File: config.mk
export PLATFORM = sky130hd
export DESIGN_NAME = puf_eval_sequencer
export DESIGN_NICKNAME = d
export VERILOG_FILES = /design/src/rtl/puf_eval_sequencer.sv
export SDC_FILE = /design/constraint.sdc
export NUM_CORES = 1
export LEC_CHECK = 0
export ABC_AREA = 0
export CAP_MARGIN = 20
export CORE_MARGIN = 2
export CORE_UTILIZATION = 50
export CTS_CLUSTER_DIAMETER = 50
export CTS_CLUSTER_SIZE = 24
export DETAILED_ROUTE_END_ITERATION = 16
export GPL_TIMING_DRIVEN = 0
export PLACE_DENSITY_LB_ADDON = 0.3
export SLEW_MARGIN = 40
export SYNTH_ARGS = -nofsm -noshare
export SYNTH_HDL_FRONTEND = slang
export SYNTH_SLANG_ARGS = --single-unit
File: constraint.sdc
create_clock -name clk -period 2.6 [get_ports clk]
set_clock_uncertainty 0.05 [all_clocks]
set_input_delay 0.52 -clock clk [delete_from_list [all_inputs] [get_ports clk]]
set_output_delay 0.52 -clock clk [all_outputs]
set_load 0.05 [all_outputs]
File: src/rtl/puf_eval_sequencer.sv
// Batch sequencer for the 8-bit arbiter PUF: arms, launches, settles and samples
// N_CH consecutive challenges. Optional majority voting via `PUF_MAJORITY_VOTE_EN`.
module puf_eval_sequencer #(
    parameter int unsigned N_CH       = 16,
    parameter int unsigned ARM_CYC    = 4,
    parameter int unsigned SETTLE_CYC = 8,
    parameter int unsigned VOTES      = 5
) (
    input  logic              clk,
    input  logic              rst,
    input  logic              start,
    input  logic [7:0]        seed,
    input  logic              puf_resp,
    output logic [7:0]        ch_out,
    output logic              puf_launch,
    output logic              puf_rst,
    output logic              busy,
    output logic              resp_valid,
    output logic [N_CH-1:0]   resp_word
);

    localparam logic [2:0] S_IDLE   = 3'd0;
    localparam logic [2:0] S_ARM    = 3'd1;
    localparam logic [2:0] S_LAUNCH = 3'd2;
    localparam logic [2:0] S_SAMPLE = 3'd3;
    localparam logic [2:0] S_DONE   = 3'd4;

    localparam int unsigned MAX_CYC = (ARM_CYC > SETTLE_CYC) ? ARM_CYC : SETTLE_CYC;
    localparam int unsigned CNT_W   = $clog2(MAX_CYC + 1);
    localparam int unsigned IDX_W   = (N_CH > 1) ? $clog2(N_CH) : 1;
    localparam int unsigned VW      = $clog2(VOTES + 1);
`ifdef PUF_MAJORITY_VOTE_EN
    localparam int unsigned V_EFF   = VOTES;
`else
    localparam int unsigned V_EFF   = 1;
`endif

    logic [2:0]       state;
    logic [2:0]       state_nxt;
    logic [CNT_W-1:0] cnt;
    logic [IDX_W-1:0] idx;
    logic [VW-1:0]    vote_idx;
    logic [VW-1:0]    ones;
    logic [VW-1:0]    ones_total;
    logic             sync0;
    logic             sync1;
    logic             arm_done;
    logic             settle_done;
    logic             last_vote;
    logic             last_ch;
    logic             eval_bit;

    // State register
    always_ff @(posedge clk) begin
        if (rst) begin
            state <= S_IDLE;
        end else begin
            state <= state_nxt;
        end
    end

    // Next-state logic and per-evaluation decisions
    always_comb begin
        state_nxt   = state;
        arm_done    = (cnt == CNT_W'(ARM_CYC - 1));
        settle_done = (cnt == CNT_W'(SETTLE_CYC - 1));
        last_vote   = (vote_idx == VW'(V_EFF - 1));
        last_ch     = (idx == IDX_W'(N_CH - 1));
        ones_total  = ones + VW'(sync1);
        // With a single evaluation this reduces to the sampled bit itself
        eval_bit    = (ones_total > VW'(V_EFF / 2));

        case (state)
            S_IDLE:   if (start) state_nxt = S_ARM;
            S_ARM:    if (arm_done) state_nxt = S_LAUNCH;
            S_LAUNCH: if (settle_done) state_nxt = S_SAMPLE;
            S_SAMPLE: begin
                if (!last_vote || !last_ch) begin
                    state_nxt = S_ARM;
                end else begin
                    state_nxt = S_DONE;
                end
            end
            S_DONE:   state_nxt = S_IDLE;
            default:  state_nxt = S_IDLE;
        endcase
    end

    // Datapath, synchroniser and registered outputs
    always_ff @(posedge clk) begin
        if (rst) begin
            cnt        <= '0;
            idx        <= '0;
            vote_idx   <= '0;
            ones       <= '0;
            sync0      <= 1'b0;
            sync1      <= 1'b0;
            ch_out     <= 8'h00;
            puf_launch <= 1'b0;
            puf_rst    <= 1'b1;
            busy       <= 1'b0;
            resp_valid <= 1'b0;
            resp_word  <= '0;
        end else begin
            sync0      <= puf_resp;
            sync1      <= sync0;
            cnt        <= (state_nxt != state) ? '0 : cnt + CNT_W'(1);
            // Outputs follow the state being entered so they line up with it
            puf_launch <= (state_nxt == S_LAUNCH);
            puf_rst    <= (state_nxt != S_LAUNCH);
            busy       <= (state_nxt != S_IDLE);
            resp_valid <= (state_nxt == S_DONE);

            case (state)
                S_IDLE: begin
                    if (start) begin
                        ch_out    <= seed;
                        idx       <= '0;
                        vote_idx  <= '0;
                        ones      <= '0;
                        resp_word <= '0;
                    end
                end
                S_SAMPLE: begin
                    if (last_vote) begin
                        resp_word[idx] <= eval_bit;
                        ch_out         <= ch_out + 8'd1;
                        idx            <= idx + IDX_W'(1);
                        vote_idx       <= '0;
                        ones           <= '0;
                    end else begin
                        vote_idx       <= vote_idx + VW'(1);
                        ones           <= ones_total;
                    end
                end
                default: ;
            endcase
        end
    end

endmodule
# ---- Yosys cells after proc, flatten, opt, wreduce, memory -nomap -nowiden
# Cells that the tools add are included.
dict set report totals {
  word_cells 66
  register_bits 47
  out_inout_bits 28
  mem_bits_ro 0
  memories 0
  latch_bits 0
  ramBits 0
}
dict set report classes {
  n_addsub 5
  mul 0
  reduce_logical 11
  shifts 0
  mux 22
  n_div 0
  magnitude_cmp 3
  n_eq_ne 12
  bitwise 0
}
# operator count
set ops {}
lappend ops {{$mux W16} 2}
lappend ops {{$pmux W16 S2} 1}
lappend ops {{$mux W3} 7}
lappend ops {{$bwmux W16} 1}
lappend ops {{$mux W8} 2}
lappend ops {{$pmux W8 S2} 1}
lappend ops {{$pmux W3 S2} 2}
lappend ops {{$pmux W3 S4} 1}
lappend ops {{$eq A3 B2 Y1 const B} 3}
lappend ops {{$add A4 B1 Y4 const B} 2}
lappend ops {{$add A8 B1 Y8 const B} 1}
lappend ops {{$mux W4} 2}
lappend ops {{$pmux W4 S2} 1}
lappend ops {{$logic_not A3 Y1} 2}
lappend ops {{$lt A4 B5 Y1 const B} 1}
lappend ops {{$demux W1 S4} 1}
lappend ops {{$eq A4 B2 Y1 const B} 1}
lappend ops {{$eq A4 B3 Y1 const B} 1}
lappend ops {{$eq A4 B4 Y1 const B} 1}
lappend ops {{$ge A4 B1 Y1 const B} 1}
lappend ops {{$ne A2 B2 Y1 const B} 2}
lappend ops {{$add A3 B1 Y3} 1}
lappend ops {{$add A3 B1 Y3 const B} 1}
lappend ops {{$eq A3 B1 Y1 const B} 1}
lappend ops {{13 further kinds} 14}

# ---- Logic depth before layout (Yosys ltp)
# Gate-level depths: netlist of the first run.
dict set report logic_depth {
  depth_word 7
  ltp_mapped 7
  ltp_nobuf 6
}

# ---- Worst setup path before layout of the first run
# No wires, ideal clock.
dict set report synth_timing {
  kind {register to register}
  startpoint {register ones[0]}
  endpoint {register resp_word[13]}
  period_less_slack_ns 1.775
  arrival_time_ns 1.657
  stages_incl_launch_ff 7
  setup_slack_ns 0.825
  path_buffers 0
  cell_sequence {dfxtp_1 -> ha_1 -> ha_1 -> xnor2_1 -> a211o_1 -> or3_4 -> o21ai_1}
}
dict set report synth_via {
  elab_chain_len 5
}
# element line
set synth_rtl {}
lappend synth_rtl {{from (decl)} 43} ;# logic [VW-1:0] ones;
lappend synth_rtl {{from (signal assigned)} 133} ;# ones <= ones_total;
lappend synth_rtl {{$add A3 B1 Y3} 69} ;# ones_total = ones + VW'(sync1);
lappend synth_rtl {{$gt A3 B1 Y1} 71} ;# eval_bit = (ones_total > VW'(V_EFF / 2));
lappend synth_rtl {{$bwmux W16} 126} ;# resp_word[idx] <= eval_bit;
lappend synth_rtl {{$mux W16} 125} ;# if (last_vote) begin
lappend synth_rtl {{$pmux W16 S2} 114} ;# case (state)
lappend synth_rtl {{to (signal, indexed assignment)} 126}
lappend synth_rtl {{to (decl)} 19} ;# output logic [N_CH-1:0] resp_word
# Every way passes these cells. The select of a mux whose other input is x is not followed.
# A chain may end at the register's enable or synchronous reset.

# ---- Worst setup path in the final report of the first run
dict set report layout_timing {
  startpoint {register ch_out[3]}
  endpoint {output ch_out[3]}
}
# element line
set layout_lines {}
lappend layout_lines {{from (decl)} 14} ;# output logic [7:0] ch_out,
lappend layout_lines {{from (signal assigned)} 127} ;# ch_out <= ch_out + 8'd1;
# No word-level cell between the ends.

==> metrics.md, run 1 <==
| Metric | Value |
|---|---|
| Yosys warns | 0 |
| CTS-repair resized insts | 0 |
| Crit Path Class | flip-flop to primary output |
| # nets final | 334 |
| Slew Limit Fails | 0 |
| VDD IR-drop max | 426 uV |
| Seq/Total Area, Yosys | 40.0% |
| CTS tree | done |
| Complex-gate fraction of the synthesized area | 17.4% |
| Post-synthesis mux area share | 2.18% |
| Die H | 72.6 um |
| Syn Area/Cell | 8.81 um^2 |
| GPL Wtd Cong | 0.848 |
| Post-DRT Antenna Nets | 0 |
| Vias per cell | 5.73 |
| Core Area | 4440 um^2 |
| Clock share of power | 37.5% |
| M1 WL | 2580 um |
| Worst-margin pin slew | 0.624 ns |
| Power Dens Cells | 508 nW/um^2 |
| Starting DRC count in detailed routing | 107 |
| Async SR Flop Fraction | 0% |
| Antenna diode instance count | 0 |
| Final hold slack | 0.399 ns |
| Post-Synth XOR/XNOR Area | 1.86% |
| Critical-path top delay cell | clkdlybuf4s50_1 |
| #FFs+latches synth | 47 |
| Post-CTS Setup Repair Bufs | 0 |
| DP Wirelength | 3900 um |
| Largest cells by area after synthesis | dfxtp_1 (40%), ha_1 (5.3%), a21oi_1 (4.5%) |
| Post-layout util | 65.6% |
| RSZ-0062 raised after global routing | false |
| DR top layer | met4 |
| Minimum clock period | 2.15 ns |
| Switching power total | 0.000367 W |
| Post-Synth Simple-Gate Area | 27.5% |
| Routed WL per cell | 15.0 um |
| Crit-path cells | clkdlybuf4s50_1 |
| Worst Path Arrival | 1.58 ns |
| Finished Layout Cells | 365 |
| Max-cap viol count | 0 |
| Port bufs | 38 |
| EDFF count, synth | 0 |
| Pleak | 1.11 nW |
| Switch share | 24.7% |
| Post-synth top area share | 40.0% |
| Clk slew on worst S/H paths | 0.08 ns |
| Grt ovf | 0 |
| Met3 Wirelength | 238 um |
| Pre-antenna DRT Iters | 4 |
| Antenna violations before repair | 0 |
| Total CTS buffers | 5 |
| Crit path max fanout | 7 |
| Area of the mapped netlist | 2350 um^2 |
| Cell taking the most area after synthesis | dfxtp_1 |
| Cell Int Power | 0.00112 W |
| Tcrit/Tclk final | 82.8% |
| Critical path's largest stage delay | 0.85 ns |
| Status | completed |
| DR vias | 2,092 |
| Top Ports | 40 |
| CP delay by family, top | buffers and inverters |
| Hold Path Class | flip-flop to flip-flop |
| Clock root buffer | clkbuf_8 |
| Count leader, synth | dfxtp_1 |
| Req. time, crit path | 2.03 ns |
| Die Wd | 72.6 um |
| Critical path capture point type | primary output |
| Die area | 5270 um^2 |
| Num rows | 24 |
| Ys flop type | dfxtp_1 |
| Clk Latency, worst-skew pair | 0.30 ns |
| Relative max-transition margin | 58.0% |
| Largest family of logic cells by synthesized area | simple AND/OR/NAND/NOR gates |
| Share of layout cells above drive strength 1 | 8.95% |
| Setup Viol. Count Final | 0 |
| Syn Inst Count | 267 |
| Cts hold-fix bufs | 0 |
| Final WL | 5460 um |
| Peak Freq | 464 MHz |
| Inst Count DP | 357 |
| Synth cell types | 51 |
| Post-Synth Adder-Cell Area | 5.32% |
| Largest net degree at the start of global routing | 15 |
| CP Buf/Inv Count | 1 |
| Final Hold Fails | 0 |
| Global-route wire length before repair | 9110 um |
| Clk sink count | 47 |
| Part of the power in registers | 50.8% |
| Post-synth top cells | dfxtp_1 (47), nor2_1 (27), a21oi_1 (21), nand2_1 (17), nand3_1 (16) |
| Syn Nets | 289 |
| Area Growth Syn to Fin | 23.9% |
| Post-route setup TNS | 0 ns |
| Vias in the first global route | 1,977 |
| Starting density of the core | 53.0% |
| Overall Global Routing Usage | 21.6% |
| Number of H-tree levels | 2 |
| WL met2 | 2570 um |
| Combinational Power Share | 11.7% |
| Setup crit start kind | flip-flop |
| Drc violations | 0 |
| CTS Buffer Depth | 2 |
==> registers in the layout, indices dropped and copies added, names as in the netlist <==
signal,cells
resp_valid,1
busy,1
vote_idx,3
idx,4
ch_out,8
puf_rst,1
state,3
cnt,4
sync0,1
ones,3
puf_launch,1
resp_word,16
sync1,1
==> cell type report <==
type	count	area (um^2)
fillers	375	1530
multi-input cells	195	1280
flip-flops and latches	47	941
repair buffers	38	380
plain buffers	14	93.8
clock buffers	6	82.6
well taps	52	65.1
inverters	11	41.3
clock inverters	2	35.0
==> routing by layer <==
layer | global-route usage, % | vias up
li1 | - | 1036
met1 | 28.3 | 989
met2 | 36.4 | 60
met3 | 3.04 | 7
met4 | 7.82 | 0
met5 | 0 | -
==> placed cells by master, fill, tap and decap left out, types with 2 or more instances in the layout <==
master / count
nand2_1: 17
and2_1: 5
o21ai_1: 2
and2b_1: 2
nand4_1: 3
clkbuf_1: 5
nand3b_1: 2
and4b_1: 2
buf_2: 2
buf_6: 4
nand2b_1: 2
o21ai_0: 14
buf_4: 2
nor2b_1: 5
ha_1: 10
xor2_1: 2
nor3_1: 14
nor2_1: 27
a22oi_1: 3
a211oi_1: 3
xnor2_1: 3
a21oi_4: 3
a21oi_1: 21
nand3_1: 16
mux2i_1: 4
clkdlybuf4s50_1: 38
nor3b_1: 5
dfxtp_1: 47
and3_1: 5
inv_1: 11
a311oi_1: 5
clkbuf_8: 6
==> power groups by stage <==
stage / logic, W / clock network (W) / registers (W)
after floorplan: 0.0000806 / 0 / 0.000803
final: 0.000173 / 0.000557 / 0.000753
after global routing: 0.000187 / 0.000590 / 0.000755
after CTS: 0.000173 / 0.000558 / 0.000752
after global placement: 0.000170 / 0 / 0.000768
after detailed placement: 0.000172 / 0 / 0.000769
==> final timing paths <==
path / from / end / slack [ns] / depth (start not counted)
worst max-delay path: ch_out[3] / ch_out[3] / 0.45 / 1
worst min-delay path: sync0 / sync1 / 0.40 / 1
worst max register to register: vote_idx[0] / ch_out[3] / 0.62 / 6
worst min register to register: sync0 / sync1 / 0.40 / 1
==> per-stage QoR <==
stage | cell area [um^2] | power [W] | setup WS (ns)
detailed placement | 2800 | 0.000941 | 0.268
floorplan | 2350 | 0.000883 | 0.825
finish | 2920 | 0.00148 | 0.447
CTS | 2920 | 0.00148 | 0.457
global placement | 2800 | 0.000939 | 0.293
global route | 2920 | 0.00153 | 0.387
==> cells by family after synthesis <==
family / count (synthesis)
adders and majority gates: 10
AOI/OAI and AO/OA: 60
DFF: 47
muxes: 5
buffers and inverters: 25
xor gates and xnor gates: 5
and+or+nand+nor: 115
(Power assumes the default switching activity.)
==> run 2: changes to the inputs <==
- CORE_UTILIZATION: 50 -> 47
- clock period: 2.6 -> 1.75 ns (I/O delays scaled with it)
==> run 2 against run 1 <==
Compared with the run above:
- the flow now finishes with violations (setup timing)
- worst hold slack worse by 0.012 ns
- flip-flop and latch count stayed put
- non-clock buffer count is 6 higher
- count of clock-buffer cells in the layout is 2 higher
- via count is 2.0% higher
- critical path depth is 5 higher
- power is 41% higher
- final cell count is 5.8% higher
- cell area is 3.2% higher
- global-route usage is 0.097 points higher
- register-to-register slack worse by 0.64 ns
- sequential share of layout area is 0.88 points lower
==> metrics.md, run 2 (same netlist as run 1, synthesis figures left out) <==
| Metric | Value |
|---|---|
| Antenna diode instance count | 0 (unchanged) |
| Vias in the first global route | 2,027 (+2.5%) |
| CP Buf/Inv Count | 0 (-1) |
| Max-cap viol count | 0 (unchanged) |
| Relative max-transition margin | 61.8% (+3.9 points) |
| Fin worst setup slack | -0.0165 ns (-0.463 ns) |
| Crit Path Class | flip-flop to flip-flop |
| Post-route setup TNS | -0.0331 ns (-0.0331 ns) |
| Clk sink count | 47 (unchanged) |
| Regs by FF count | resp_word x16, ch_out x8 |
| DP Wirelength | 3910 um (+0.26%) |
| Most frequent cells in the layout | dfxtp_1 (44), dlygate4sd2_1 (28), nor2_1 (27) |
| Num rows | 25 (+4.2%) |
| Starting density of the core | 49.2% (-3.8 points) |
| Failing checks | setup timing |
| Vias per cell | 5.53 (-3.6%) |
| GPL Wtd Cong | 0.851 (+0.34%) |
| Critical path capture point type | flip-flop |
| Tcrit/Tclk final | 101% |
| Port bufs | 38 (unchanged) |
| CP delay by family, top | compound AO/OA/AOI/OAI gates |
| Critical path's largest stage delay | 0.41 ns (-0.44 ns) |
| Power Dens Cells | 696 nW/um^2 (+37%) |
| Layout fillers | 430 (+15%) |
| Share of layout cells above drive strength 1 | 15.7% (+6.7 points) |
| Clk slew on worst S/H paths | 0.08 ns (about the same) |
| Drc violations | 0 (unchanged) |
| VDD IR-drop max | 634 uV (+49%) |
| Leading cell type in the layout, fill and taps excluded | dfxtp_1 |
| Peak Freq | 566 MHz |
| CTS tree | done |
| Core Area | 4790 um^2 (+7.7%) |
| Number of H-tree levels | 2 (unchanged) |
| Crit path max fanout | 3 (-4) |
| Inst Count DP | 372 (+4.2%) |
| Pre-antenna DRT Iters | 4 (unchanged) |
| Starting DRC count in detailed routing | 148 (+38%) |
| Grt ovf | 0 (unchanged) |
| Clock root buffer | clkbuf_8 |
| Routed WL per cell | 14.4 um (-3.7%) |
| Pleak | 1.31 nW (+18%) |
| Clk Latency, worst-skew pair | 0.30 ns (about the same) |
| CP dominant cell by count | ha_4 |
| Final Hold Fails | 0 (unchanged) |
| Max reg flops | 16 (unchanged) |
| Overall Global Routing Usage | 21.7% (+0.097 points) |
| Final WL | 5560 um (+1.8%) |
| Hold Path Class | input port to flip-flop |
| Finished Layout Cells | 386 (+5.8%) |
| Req. time, crit path | 1.94 ns (-0.09 ns) |
| Slew Limit Fails | 0 (unchanged) |
| RSZ-0062 raised after global routing | true |
| Post-DRT Antenna Nets | 0 (unchanged) |
| Die Wd | 74.8 um (+3.0%) |
| DR vias | 2,133 (+2.0%) |
| Minimum clock period | 1.77 ns |
| Area Growth Syn to Fin | 27.9% |
| # nets final | 340 (+1.8%) |
| Largest net degree at the start of global routing | 14 (-1) |
| Worst-margin pin slew | 0.573 ns (-0.0514 ns) |
| Final hold slack | 0.388 ns (-0.0116 ns) |
| Global-route wire length before repair | 9430 um (+3.5%) |
| CTS Buffer Depth | 2 (unchanged) |
| Die area | 5590 um^2 (+6.0%) |
| Worst Path Arrival | 1.96 ns (+0.38 ns) |
| Setup crit start kind | flip-flop |
| DP Worst Slack | -0.407 ns (-0.675 ns) |
| Die H | 74.8 um (+3.0%) |
| Critical-path top delay cell | or3_4 |
| Setup Viol. Count Final | 3 (+3) |
| Total CTS buffers | 5 (unchanged) |
| Crit-path cells | ha_4 -> ha_4 -> xnor2_2 -> a211o_1 -> or3_4 -> o21ai_2 |
| Status | finished, violations left |
| Top Ports | 40 (unchanged) |
| Largest register by flop count | resp_word |
| Antenna violations before repair | 0 (unchanged) |
run 2: cell count changes in the layout (fill, tap and decap cells not counted), moves of 3 or more:
cell,change
ha_1,-3
dfxtp_2,+3
clkdlybuf4s50_1,-29
dfxtp_1,-3
dlygate4sd2_1,+28
buf_4,+4
o21ai_2,+3
run 2: stage by stage:
stage / power [W] / area [um^2] / utilization (%)
6_report: 0.00209 / 3010 / 62.9
4_1_cts: 0.00209 / 2950 / 61.7
3_3_place_gp: 0.00140 / 2820 / 58.9
5_1_grt: 0.00217 / 3010 / 62.9
2_1_floorplan: 0.00131 / 2350 / -
3_5_place_dp: 0.00140 / 2820 / 58.9
run 2: layout make-up:
class / count / area [um^2] / area share, %
repair buffers: 44 / 388 / 12.9
clock buffers: 8 / 100 / 3.33
plain buffers: 14 / 103 / 3.41
flip-flops and latches: 47 / 945 / 31.4
well taps: 67 / 83.8 / 2.78
multi-input cells: 195 / 1350 / 44.8
inverters: 11 / 41.3 / 1.37
run 2: metal layers:
metal / share of wire, % / track usage [%] / up-vias / routed length (um)
met1: 46 / 29.4 / 1016 / 2530
met5: 0 / 0 / - / 0
met4: 1.0 / 7.34 / 0 / 56
li1: - / - / 1055 / -
met2: 48 / 35.1 / 56 / 2690
met3: 5.1 / 4.02 / 6 / 282
run 2: worst paths after layout:
path	start	to	slack [ns]	cells after the start
max	ones[0]	resp_word[14]	-0.02	6
min	rst	sync1	0.39	2
max reg2reg	ones[0]	resp_word[14]	-0.02	6
min reg2reg	sync0	sync1	0.39	1
run 2: report_power, final:
| group | switching, W | leakage [nW] | internal, W |
|---|---|---|---|
| combinational | 0.000161 | 0.873 | 0.000102 |
| clock | 0.000352 | 0.0515 | 0.000361 |
| sequential | 0.0000253 | 0.383 | 0.00109 |
run 2: timing repair:
| action | 4_1_cts | 5_1_grt |
|---|---|---|
| endpoints found under the setup margin | 44 | 27 |
| cloned | 1 | 0 |
| hold buffers | 0 | 0 |
| resized for setup | 40 | 15 |
| setup buffers | 3 | 2 |
| pin swaps | 4 | 8 |
run 2: worst register-to-register path: stages, from the launching register on:
cell     delay, ns
dfxtp_2       0.34
ha_4          0.16
ha_4          0.16
xnor2_2       0.12
a211o_1       0.33
or3_4         0.41
o21ai_2       0.12
